## src/rtl/xain_pkg.sv

```systemverilog
// Shared definitions for the xain video/SDRAM glue: client indices and ROM arbiter state encoding.
package xain_pkg;

    localparam int SDR_ARB_NREQ = 4;

    localparam int CLI_BACK1 = 0;
    localparam int CLI_BACK2 = 1;
    localparam int CLI_OBJ   = 2;
    localparam int CLI_SPARE = 3;

    typedef enum logic {
        ARB_IDLE,
        ARB_WAIT
    } sdr_arb_state_t;

endpackage

```

## src/rtl/xs_rr_pick.sv

```systemverilog
// Round-robin selector: first set pend bit scanning upward from rr_last+1, wrapping modulo NREQ.
module xs_rr_pick #(
    parameter int NREQ = 4,
    parameter int LW   = $clog2(NREQ)
) (
    input  logic [NREQ-1:0] pend,
    input  logic [LW-1:0]   rr_last,
    output logic            found,
    output logic [LW-1:0]   g
);

    int idx;

    // Scan from the far end so the candidate nearest rr_last+1 is written last and wins.
    always_comb begin
        found = 1'b0;
        g     = '0;
        idx   = 0;
        for (int k = NREQ; k >= 1; k--) begin
            idx = (int'(rr_last) + k) % NREQ;
            if (pend[idx[LW-1:0]]) begin
                found = 1'b1;
                g     = LW'(idx);
            end
        end
    end

endmodule

```

## src/rtl/xs_sdr_rom_arbiter.sv

```systemverilog
// Serialises one-cycle ROM fetch pulses from the video layer clients onto the single SDRAM read port,
// round-robin, and routes each returned word back to its requester.
module xs_sdr_rom_arbiter
    import xain_pkg::*;
#(
    parameter int NREQ    = SDR_ARB_NREQ,
    parameter int AW      = 25,
    parameter int DW      = 16,
    parameter int TIMEOUT = 255
) (
    input  logic               clk_ram,
    input  logic               RESET,
    input  logic [NREQ-1:0]    cli_req,
    input  logic [NREQ*AW-1:0] cli_addr,
    output logic [NREQ-1:0]    cli_rdy,
    output logic [DW-1:0]      cli_data,
    output logic [AW-1:0]      sdr_addr,
    output logic               sdr_req,
    input  logic               sdr_rdy,
    input  logic [DW-1:0]      sdr_data,
    output logic               busy,
    output logic               tmo_err
);

    localparam int LW = $clog2(NREQ);
    localparam int TW = 10;

    sdr_arb_state_t  state_q, state_d;
    logic [NREQ-1:0] pend_q, pend_d;
    logic [AW-1:0]   paddr_q [NREQ];
    logic [AW-1:0]   paddr_d [NREQ];
    logic [LW-1:0]   gnt_q, gnt_d;
    logic [LW-1:0]   rr_last_q, rr_last_d;
    logic [TW-1:0]   timer_q, timer_d;
    logic [NREQ-1:0] cli_rdy_q, cli_rdy_d;
    logic [DW-1:0]   cli_data_q, cli_data_d;
    logic [AW-1:0]   sdr_addr_q, sdr_addr_d;
    logic            sdr_req_q, sdr_req_d;
    logic            tmo_err_q, tmo_err_d;

    logic            pick_found;
    logic [LW-1:0]   pick_g;

    xs_rr_pick #(.NREQ(NREQ), .LW(LW)) u_rr_pick (
        .pend    (pend_q),
        .rr_last (rr_last_q),
        .found   (pick_found),
        .g       (pick_g)
    );

    always_comb begin
        state_d    = state_q;
        pend_d     = pend_q;
        paddr_d    = paddr_q;
        gnt_d      = gnt_q;
        rr_last_d  = rr_last_q;
        timer_d    = timer_q;
        cli_rdy_d  = '0;
        cli_data_d = cli_data_q;
        sdr_addr_d = sdr_addr_q;
        sdr_req_d  = 1'b0;
        tmo_err_d  = tmo_err_q;

        case (state_q)
            ARB_IDLE: begin
                if (pick_found) begin
                    sdr_addr_d     = paddr_q[pick_g];
                    sdr_req_d      = 1'b1;
                    pend_d[pick_g] = 1'b0;
                    gnt_d          = pick_g;
                    rr_last_d      = pick_g;
                    timer_d        = '0;
                    state_d        = ARB_WAIT;
                end
            end
            ARB_WAIT: begin
                timer_d = timer_q + TW'(1);
                if (sdr_rdy) begin
                    cli_data_d       = sdr_data;
                    cli_rdy_d[gnt_q] = 1'b1;
                    state_d          = ARB_IDLE;
                end else if (timer_q == TW'(TIMEOUT - 1)) begin
                    tmo_err_d = 1'b1;
                    state_d   = ARB_IDLE;
                end
            end
            default: state_d = ARB_IDLE;
        endcase

        // A fresh pulse beats the grant-clear above, so a same-cycle re-request stays queued.
        for (int i = 0; i < NREQ; i++) begin
            if (cli_req[i]) begin
                pend_d[i]  = 1'b1;
                paddr_d[i] = cli_addr[i*AW +: AW];
            end
        end
    end

    always_ff @(posedge clk_ram) begin
        if (RESET) begin
            state_q    <= ARB_IDLE;
            pend_q     <= '0;
            gnt_q      <= '0;
            rr_last_q  <= LW'(NREQ - 1);
            timer_q    <= '0;
            cli_rdy_q  <= '0;
            cli_data_q <= '0;
            sdr_addr_q <= '0;
            sdr_req_q  <= 1'b0;
            tmo_err_q  <= 1'b0;
            for (int i = 0; i < NREQ; i++) paddr_q[i] <= '0;
        end else begin
            state_q    <= state_d;
            pend_q     <= pend_d;
            gnt_q      <= gnt_d;
            rr_last_q  <= rr_last_d;
            timer_q    <= timer_d;
            cli_rdy_q  <= cli_rdy_d;
            cli_data_q <= cli_data_d;
            sdr_addr_q <= sdr_addr_d;
            sdr_req_q  <= sdr_req_d;
            tmo_err_q  <= tmo_err_d;
            for (int i = 0; i < NREQ; i++) paddr_q[i] <= paddr_d[i];
        end
    end

    assign cli_rdy  = cli_rdy_q;
    assign cli_data = cli_data_q;
    assign sdr_addr = sdr_addr_q;
    assign sdr_req  = sdr_req_q;
    assign tmo_err  = tmo_err_q;
    assign busy     = (state_q == ARB_WAIT);

endmodule

```

## config.mk

```make
export PLATFORM = sky130hd
export DESIGN_NAME = xs_sdr_rom_arbiter
export DESIGN_NICKNAME = d
export VERILOG_FILES = /design/src/rtl/xain_pkg.sv /design/src/rtl/xs_rr_pick.sv /design/src/rtl/xs_sdr_rom_arbiter.sv
export SDC_FILE = /design/constraint.sdc
export NUM_CORES = 1
export LEC_CHECK = 0
export BUFFER_PORTS_ARGS = -buffer_cell sky130_fd_sc_hd__clkbuf_2
export CAP_MARGIN = 20
export CORE_UTILIZATION = 30
export CTS_CLUSTER_DIAMETER = 120
export DETAILED_ROUTE_END_ITERATION = 10
export PLACE_DENSITY = 0.52
export SYNTH_ARGS = -nofsm -noshare
export SYNTH_HDL_FRONTEND = slang
export SYNTH_SLANG_ARGS = --single-unit
export TNS_END_PERCENT = 5
```

## constraint.sdc

```tcl
create_clock -name clk_ram -period 1.64 [get_ports clk_ram]
set_input_delay 0.328 -clock clk_ram [delete_from_list [all_inputs] [get_ports clk_ram]]
set_output_delay 0.328 -clock clk_ram [all_outputs]
set_load 0.02 [all_outputs]
```

==> flow_summary.json <==
{
  "drtAntennaViolNets": 0,
  "p_leak_nw": 4.05,
  "ir_drop_uv": 677,
  "portBuffers": 170,
  "rows": 54,
  "wirelength_microns": 18100,
  "dieArea_sq_mm": 0.0232,
  "max_freq_mhz": 547,
  "root_buffer": "clkbuf_16",
  "power_mw": 10.6,
  "via_count": 5309,
  "clkSinkCount": 166,
  "grt_pass1_vias": 5408,
  "design.core.area_sq_mm": 0.0220,
  "crit_arrival_ps": 2150,
  "ctsLongestPathBuffers": 2,
  "worst_slew_pin_slew_ps": 367,
  "worstHoldPathCells": 3,
  "synth_cell_type_count": 37,
  "violations": "design-rule violations, negative setup slack",
  "status": "finished, violations left",
  "via_per_inst": 4.58,
  "first_iter_violations": 302,
  "postSynth.asyncResetShare_pct": 0,
  "dr.pass1.iters": 9,
  "slowest_delay_ps": 360,
  "grt_antenna_before_repair": 2,
  "setup_slack_ps": -187,
  "grt_max_degree": 62,
  "syn_inst": 687,
  "fin_crit_ps": 1830,
  "h-tree-depth": 4,
  "fp.dieH_microns": 152,
  "final_nets": 990,
  "grt_use_met1_pct": 20.0,
  "synth_nets": 812,
  "synth_area_leaders": "dfxtp_1, mux2i_1, nor2_1",
  "grt_pass1_wl_microns": 28800,
  "synth_top_area_share_pct": 48.9,
  "cts_hold_buf": 0,
  "power_density_mw_per_mm2": 1170,
  "fin_worst_skew_ps": 10.3,
  "clk_pin_slew_ps": 70,
  "grt.busiest_layer": "met2",
  "ys.flop_type": "dfxtp_1",
  "grt_use_met2_pct": 25.5,
  "cp_max_fo": 6,
  "area_delta_synth_final_pct": 32.5,
  "fill_cells": 2195,
  "ys_ff_latch": 166,
  "ys_top_cells_by_count": "dfxtp_1, mux2i_1, nor2_1",
  "routed_wire_length_per_instance_microns": 15.7,
  "dp_hpwl_microns": 11900,
  "antenna_cells": 0,
  "synth-seq-area-share_pct": 48.9,
  "r2r_cells": 8,
  "synth_area_per_cell_sq_um": 9.89,
  "setup_viol_count_final": 29,
  "min_path_type": "input pin to flop",
  "drive_gt1_share_pct": 32.1,
  "yosys.area.top_type": "dfxtp_1",
  "clock_latency_ps": 430,
  "die_w_microns": 152,
  "track_usage_pct": 16.0,
  "ios": 171,
  "worstPathRequired_ps": 1960,
  "cts_tree": "done",
  "place_congestion": 0.734,
  "hold_violations": 0,
  "startpoint_type": "flop",
  "stdcell_area_sq_mm": 0.00900,
  "finalCoreUtilization_pct": 40.9,
  "synth_edf_count": 0,
  "gr-usage-met3_pct": 6.09,
  "cp-end-kind": "flop",
  "max_slew_margin_pct": 75.5,
  "syn_area_sq_mm": 0.00679,
  "start_util_pct": 30.8,
  "grt.overflow.total": 0,
  "finalMaxSlewViolations": 0,
  "ys_warn_count": 0,
  "cts_buffers": 17,
  "crit_path_top_delay_cell": "a311oi_4",
  "post-route-period-util_pct": 111,
  "drv_cap": 0,
  "rsz0062_at_grt": "yes",
  "yosysMostFrequentCell": "dfxtp_1",
  "crit_top_cell": "buf_6",
  "place_area_sq_mm": 0.00816,
  "drc": 11,
  "crit_chain": "nand2b_4 > buf_6 > a311oi_4 > buf_6 > buf_12 > mux2i_1 > mux2_2 > o21ai_1",
  "path_class": "flop to flop"
}
==> final timing paths <==
path	from	to	slack, ps
max	rr_last_q[0]$_SDFFE_PP1P_	sdr_addr[15]$_SDFFE_PP0P_	-190
min	sdr_data[1]	cli_data[1]$_SDFFE_PP0P_	110
max reg2reg	rr_last_q[0]$_SDFFE_PP1P_	sdr_addr[15]$_SDFFE_PP0P_	-190
min reg2reg	cli_data[13]$_SDFFE_PP0P_	cli_data[13]$_SDFFE_PP0P_	450
==> layout by cell type (no fill, tap or decap), types with 4 or more instances in the layout <==
| cell | synthesis | layout |
|---|---|---|
| a21oi_1 | 32 | 32 |
| buf_12 | 0 | 14 |
| buf_4 | 1 | 17 |
| buf_6 | 1 | 5 |
| clkbuf_16 | 0 | 19 |
| clkbuf_2 | 0 | 169 |
| dfxtp_1 | 166 | 161 |
| dfxtp_2 | 0 | 4 |
| inv_1 | 9 | 9 |
| mux2_2 | 27 | 20 |
| mux2_4 | 0 | 7 |
| mux2i_1 | 151 | 149 |
| nand2_1 | 40 | 40 |
| nand2b_1 | 6 | 5 |
| nand3_1 | 4 | 4 |
| nand3b_1 | 25 | 25 |
| nand4_1 | 5 | 5 |
| nor2_1 | 116 | 116 |
| nor3_1 | 4 | 4 |
| o21ai_1 | 24 | 26 |
==> kinds of logic (layout without fill, tap and decap cells) <==
| group | after synthesis | after routing | synth area share [%] |
|---|---|---|---|
| AND/OR/NAND/NOR | 213 | 213 | 14.3 |
| multiplexers | 178 | 178 | 26.7 |
| flip-flops | 166 | 166 | 48.9 |
| AO/OA/AOI/OAI | 70 | 70 | 5.53 |
| buffers and inverters | 58 | 249 | 4.13 |
| adder cells (fa/ha/maj) | 2 | 2 | 0.368 |
==> routing by layer <==
| metal | wire (microns) | vias up |
|---|---|---|
| li1 | - | 2719 |
| met1 | 8510 | 2436 |
| met2 | 8030 | 136 |
| met3 | 1330 | 16 |
| met4 | 255 | 2 |
| met5 | 13 | - |
==> flip-flops by register name, indices dropped and copies added (netlist names) <==
signal	cells
paddr_q	100
sdr_addr	25
cli_data	16
timer_q	10
cli_rdy	4
pend_q	4
gnt_q	2
rr_last_q	2
busy	1
sdr_req	1
tmo_err	1
==> power by group <==
part	internal (mW)	switching [mW]
clock	2.48	1.79
combinational	0.938	0.906
sequential	4.29	0.167
==> cell type report <==
type                            instances  area, sq um  area share [%]
Multi-Input combinational cell        463         3260            36.3
Inverter                                9         33.8           0.375
Tap cell                              280          350            3.89
Clock buffer                           18          439            4.88
Sequential cell                       166         3330            37.0
Timing Repair Buffer                  208         1390            15.4
Clock inverter                         14          194            2.15
==> what timing repair did <==
item / CTS / global route
resized for setup: 13 / 17
pin swaps: 1 / 2
buffers inserted: 3 / 2
gates cloned: 1 / 2
endpoints found under the setup margin: 31 / 35
==> stage by stage <==
step                      hold slack, ps  TNS (ps)  instances  setup slack (ps)
final                                107     -3990       1158              -187
after global routing                 102     -6590       1158              -264
after CTS                           88.5     -4240       1154              -196
after detailed placement             447     -4560       1118              -212
after global placement               443     -3880       1118              -164
after floorplan                      452      -172        687             -14.1
==> worst max-delay path: cells and delay by family, from the launching register on <==
family,cells,cell delay (ps)
buffers and inverters,3,450
and+or+nand+nor,1,150
muxes,2,360
DFF,1,340
AOI/OAI and AO/OA,2,410
Power figures use the tool's default switching activity.
